<file path="config.mk">
export PLATFORM = sky130hd
export DESIGN_NAME = medidor_periodo
export DESIGN_NICKNAME = d
export VERILOG_FILES = /design/src/rtl/medidor_periodo.sv
export SDC_FILE = /design/constraint.sdc
export NUM_CORES = 1
export LEC_CHECK = 0
export ABC_AREA = 1
export CORE_MARGIN = 5
export CORE_UTILIZATION = 55
export CTS_CLUSTER_SIZE = 16
export DETAILED_ROUTE_END_ITERATION = 12
export PLACE_DENSITY = 0.8
export SLEW_MARGIN = 5
export SYNTH_ARGS = -nofsm -noshare
export SYNTH_HDL_FRONTEND = slang
export SYNTH_SLANG_ARGS = --single-unit
</file>
<file path="constraint.sdc">
create_clock -name clk -period 2.7 [get_ports clk]
set_input_delay 0.54 -clock clk [delete_from_list [all_inputs] [get_ports clk]]
set_output_delay 0.54 -clock clk [all_outputs]
set_load 0.01 [all_outputs]
</file>
<file path="src/rtl/medidor_periodo.sv">
// Period meter for a slow asynchronous input: counts clk cycles between rising edges of clk_in.
// Optional edge timeout is built when MEDIDOR_TIMEOUT_EN is defined.
module medidor_periodo #(
  parameter int WIDTH       = 16,
  parameter int SYNC_STAGES = 2
`ifdef MEDIDOR_TIMEOUT_EN
  , parameter int TIMEOUT   = 65535
`endif
) (
  input  logic             clk,
  input  logic             rst_n,
  input  logic             clk_in,
  input  logic             start,
  input  logic             continuo,
  input  logic             ack,
  output logic [WIDTH-1:0] periodo,
  output logic             valid,
  output logic             saturado,
  output logic             perdido,
  output logic             ocupado,
  output logic             sem_sinal
);

  typedef enum logic [1:0] {IDLE, ARM, MEDE, PRONTO} state_t;

  localparam logic [WIDTH-1:0] CNT_MAX = '1;

  state_t                 state, state_next;
  logic [SYNC_STAGES-1:0] sync_q;
  logic                   s_d;
  logic                   edge_det;
  logic [WIDTH-1:0]       cnt;
  logic                   sat;
  logic                   capture;
  logic                   cnt_load;
  logic                   cnt_en;
  logic                   timeout_hit;

  // NOTE: the reset here is synchronous, so rst_n lives inside the clocked branch, not in the sensitivity list.
  always_ff @(posedge clk) begin
    if (!rst_n) begin
      sync_q <= '0;
      s_d    <= 1'b0;
    end else begin
      // NOTE: non-blocking assignments keep every flop sampling the pre-edge value of its neighbour.
      sync_q <= {sync_q[SYNC_STAGES-2:0], clk_in};
      s_d    <= sync_q[SYNC_STAGES-1];
    end
  end

  assign edge_det = sync_q[SYNC_STAGES-1] & ~s_d;

  always_ff @(posedge clk) begin
    if (!rst_n) state <= IDLE;
    else        state <= state_next;
  end

  always_comb begin
    // NOTE: default assignment first so no path through the case leaves state_next unassigned (no latch).
    state_next = state;
    unique case (state)
      IDLE:   if (start)                 state_next = ARM;
      ARM:    if (edge_det)              state_next = MEDE;
      MEDE:   if (edge_det && !continuo) state_next = PRONTO;
      PRONTO: if (ack)                   state_next = IDLE;
      default:                           state_next = IDLE;
    endcase
    if (timeout_hit) state_next = IDLE;
  end

  always_comb begin
    capture  = (state == MEDE) && edge_det;
    cnt_load = ((state == ARM) && edge_det) || (capture && continuo);
    cnt_en   = (state == MEDE) && !edge_det;
    ocupado  = (state != IDLE);
  end

  // Period counter: starts at 1 on the opening edge so the closing edge reads exactly P.
  always_ff @(posedge clk) begin
    if (!rst_n) begin
      cnt <= '0;
      sat <= 1'b0;
    end else if (cnt_load) begin
      cnt <= {{(WIDTH-1){1'b0}}, 1'b1};
      sat <= 1'b0;
    end else if (cnt_en) begin
      if (cnt == CNT_MAX) sat <= 1'b1;
      else                cnt <= cnt + 1'b1;
    end
  end

  // A capture coinciding with ack keeps the fresh result valid and counts nothing as lost.
  always_ff @(posedge clk) begin
    if (!rst_n) begin
      periodo  <= '0;
      saturado <= 1'b0;
      valid    <= 1'b0;
      perdido  <= 1'b0;
    end else if (capture) begin
      periodo  <= cnt;
      saturado <= sat;
      valid    <= 1'b1;
      perdido  <= ack ? 1'b0 : (perdido | valid);
    end else if (ack && valid) begin
      valid    <= 1'b0;
      perdido  <= 1'b0;
    end
  end

`ifdef MEDIDOR_TIMEOUT_EN
  localparam int TW = $clog2(TIMEOUT + 1);

  logic [TW-1:0] tmo_cnt;
  logic          waiting;

  assign waiting     = (state == ARM) || (state == MEDE);
  assign timeout_hit = waiting && !edge_det && (tmo_cnt == TW'(TIMEOUT));

  always_ff @(posedge clk) begin
    if (!rst_n) begin
      tmo_cnt   <= '0;
      sem_sinal <= 1'b0;
    end else begin
      if (edge_det || ((state == IDLE) && start)) tmo_cnt <= '0;
      else if (waiting && !timeout_hit)           tmo_cnt <= tmo_cnt + 1'b1;

      if (timeout_hit)                     sem_sinal <= 1'b1;
      else if ((state == IDLE) && start)   sem_sinal <= 1'b0;
    end
  end
`else
  assign timeout_hit = 1'b0;
  assign sem_sinal   = 1'b0;
`endif

endmodule
</file>
==> flow_summary.yaml <==
outcome:
  outcome: "completed"
place:
  place_hpwl_um: 3030
  gpl.final_weighted_congestion: 0.859
  post_dp_cell_area_um2: 2280
  numPortBuffers: 25
clocking:
  htreeDepth: 2
  cts_tree: "done"
  clock_latency_reported_for_the_late_side_of_the_worst_skew_pair_ns: 0.29
  cts.repair_timing.setup_buffer_count: 0
  tritoncts.num_buffers: 5
  cts.sink_count: 41
  cts_max_path_buffers: 2
  path_clk_slew_ns: 0.07
  cts.repair.resized: 0
  cts_hold_buf: 0
  cts_root_buffer: "sky130_fd_sc_hd__clkbuf_8"
cells_and_area:
  antenna-diode-count: 0
  area_delta_synth_final_pct: 17.3
  finalNetCount: 324
  utilization_pct: 65.8
  layout.cell_area.non_filler_um2: 2370
  final_layout_size_suffix_gt1_share_pct: 8.33
synth:
  synth.cell_area_um2: 2020
  syn_avg_cell_area_um2: 7.00
  post_synth_num_cell_types: 25
  yosysWarningCount: 0
  mappedNetlistNets: 301
  synth-seq-cells: 41
  ys_seq_area_share_pct: 40.6
  synthesis.instances: 289
  netlist.area_leader.share_pct: 40.6
  top_post_synthesis_cells_by_area: "sky130_fd_sc_hd__dfxtp_1 41%, sky130_fd_sc_hd__nand2_1 15%, sky130_fd_sc_hd__a21oi_1 7.9%"
  synth_largest_area_cell: "sky130_fd_sc_hd__dfxtp_1"
route:
  wirelength_um: 4110
  drt_first_iter_violations: 53
  dr_vias_cell: 5.00
  drt_first_pass_iters: 4
  vias: 1801
  drt.antenna.violating_nets: 0
  drc_errors: 0
  wl_per_cell_um: 11.4
worst_setup_path:
  critical_path_peak_fanout: 4
  crit_arrival_ns: 1.58
  reg2reg_setup_slack_ns: 0.72
  r2r-end: "cnt[14]$_SDFFE_PP0P_"
  critical_path.startpoint_type: "register"
  critical_path.startpoint: "state[0]$_SDFFE_PN0P_"
  end_kind: "output port"
  required_ns: 2.16
  worst_r2r_path_depth: 9
  timing.rr.start: "state[0]$_SDFFE_PN0P_"
  criticalPathCategory: "register to output port"
  crit_path_end: "ocupado"
grt:
  antenna_found_initial: 0
  grtUsageTotal_pct: 17.6
  global_route.usage.met3_pct: 3.98
  grt_overflow_total: 0
  grtUsageMet2_pct: 28.5
  busiest_layer: "met2"
  first_global_vias: 1664
  grt_first_pass_wirelength_um: 7110
  gr-usage-met1_pct: 21.8
  grt_max_degree: 21
sta:
  period_utilization_pct: 78.4
  relSlewSlack_pct: 54.6
  worst-slew-pin-transition_ns: 0.679
  drv_slew: 0
  period_needed_ns: 2.12
  finalHoldViolations: 0
  finalSetupTns_ns: 0
  grt_setup_unrepaired: "no"
  setup_viol: 0
  top_achievable_clock_speed_mhz: 472
  fin_worst_skew_ns: 0.00679
floorplanning:
  floorplan.die.width_um: 70.6
  rows: 22
  die_h_um: 70.6
  area_inside_the_core_boundary_um2: 3610
  floorplan.die_area_um2: 4990
  io_pins: 27
  initial_utilization_pct: 56.1
power_and_ir_drop:
  finalPower_mw: 1.45
  p_leak_nw: 0.880
  worst_ir_drop_vdd_uv: 495
  cell_pwr_density_nw_per_um2: 609
flow_run:
  max_cap_violations: 0
min_path:
  min_path_type: "register to register"
[synth_stat cells]
| master | instances |
|---|---|
| sky130_fd_sc_hd__nand2_1 | 79 |
| sky130_fd_sc_hd__dfxtp_1 | 41 |
| sky130_fd_sc_hd__a21oi_1 | 32 |
| sky130_fd_sc_hd__inv_1 | 28 |
| sky130_fd_sc_hd__nand3_1 | 28 |
| sky130_fd_sc_hd__nor2_1 | 28 |
| sky130_fd_sc_hd__ha_1 | 6 |
| sky130_fd_sc_hd__o21ai_0 | 5 |
| sky130_fd_sc_hd__buf_2 | 4 |
| sky130_fd_sc_hd__clkbuf_1 | 4 |
| sky130_fd_sc_hd__nand2_2 | 4 |
| sky130_fd_sc_hd__nand4_1 | 4 |
| sky130_fd_sc_hd__nor2_2 | 4 |
| sky130_fd_sc_hd__a21oi_2 | 3 |
| sky130_fd_sc_hd__nor2_4 | 3 |
| sky130_fd_sc_hd__xnor2_1 | 3 |
| sky130_fd_sc_hd__xor2_1 | 3 |
| sky130_fd_sc_hd__buf_4 | 2 |
| sky130_fd_sc_hd__buf_6 | 2 |
| sky130_fd_sc_hd__clkinv_1 | 1 |
| sky130_fd_sc_hd__conb_1 | 1 |
| sky130_fd_sc_hd__inv_2 | 1 |
| sky130_fd_sc_hd__nand3_2 | 1 |
| sky130_fd_sc_hd__nor3_1 | 1 |
| sky130_fd_sc_hd__o211ai_1 | 1 |
[cells by family (layout without fill, tap and decap cells)]
group | after synthesis | in the layout | synth area share, %
AO/OA/AOI/OAI | 41 | 41 | 10.8
flip-flops | 41 | 41 | 40.6
buffers and inverters | 42 | 65 | 9.16
adder cells (fa/ha/maj) | 6 | 6 | 3.71
AND/OR/NAND/NOR | 152 | 152 | 32.9
other | 1 | 1 | 0.185
XOR/XNOR | 6 | 6 | 2.60
[per-stage QoR]
stage | instances | worst slack (ns) | hold slack [ns]
3_5_place_dp | 353 | 0.682 | 0.404
4_1_cts | 360 | 0.578 | 0.427
5_1_grt | 360 | 0.531 | 0.450
2_1_floorplan | 289 | 1.22 | 0.390
3_3_place_gp | 353 | 0.692 | 0.405
6_report | 360 | 0.582 | 0.422
[power by group]
part           internal, mW  total [mW]  switching, mW
sequential            0.632       0.668         0.0356
clock                 0.202       0.411          0.209
combinational         0.129       0.367          0.238
[how the worst min path moves through the flow]
stage,start,endpoint,slack (ns),depth (start not counted)
final,sync_q[0]$_SDFF_PN0_,sync_q[1]$_SDFF_PN0_,0.42,2
after floorplan,sync_q[0]$_SDFF_PN0_,sync_q[1]$_SDFF_PN0_,0.39,2
after detailed placement,sync_q[0]$_SDFF_PN0_,sync_q[1]$_SDFF_PN0_,0.40,2
after global placement,sync_q[0]$_SDFF_PN0_,sync_q[1]$_SDFF_PN0_,0.41,2
after CTS,sync_q[0]$_SDFF_PN0_,sync_q[1]$_SDFF_PN0_,0.43,2
after global routing,sync_q[0]$_SDFF_PN0_,sync_q[1]$_SDFF_PN0_,0.45,2
[flip-flops by register name, indices dropped and copies added (netlist names)]
name / count
cnt: 16
perdido: 1
periodo: 16
s_d: 1
sat: 1
saturado: 1
state: 2
sync_q: 2
valid: 1
[critical path: stages, from the launching register on]
cell and delay (ns):
sky130_fd_sc_hd__dfxtp_1 0.39, sky130_fd_sc_hd__inv_1 0.10, sky130_fd_sc_hd__ha_1 0.20, sky130_fd_sc_hd__inv_1 0.07
sky130_fd_sc_hd__clkdlybuf4s50_1 0.54
[area by class of cell]
type / count / area [um^2]
Inverter: 30 / 113
Tap cell: 48 / 60.1
Multi-Input combinational cell: 206 / 1020
Fill cell: 334 / 1230
Sequential cell: 41 / 821
Clock inverter: 1 / 7.51
Clock buffer: 6 / 82.6
Timing Repair Buffer: 28 / 273
[metal layers]
layer  part of all wire, %  routed length, um  vias up
li1                      -                  -      956
met1                    48               1980      815
met2                    46               1910       24
met3                   3.2                132        6
met4                   2.3                 93        0
met5                     0                  0        -
[layout by cell type, fill, tap and decap left out, drive strengths merged]
| cell | netlist | final |
|---|---|---|
| a21oi | 35 | 35 |
| o21ai | 5 | 5 |
| nor2 | 35 | 35 |
| o211ai | 1 | 1 |
| nand3 | 29 | 29 |
| clkinv | 1 | 1 |
| buf | 8 | 3 |
| xnor2 | 3 | 3 |
| nor3 | 1 | 1 |
| clkinvlp | 0 | 1 |
| clkdlybuf4s50 | 0 | 25 |
| clkbuf | 4 | 6 |
| conb | 1 | 1 |
| dfxtp | 41 | 41 |
| xor2 | 3 | 3 |
| ha | 6 | 6 |
| nand2 | 83 | 83 |
| inv | 29 | 29 |
| nand4 | 4 | 4 |
Note: power is estimated with default switching activity, not from simulation.
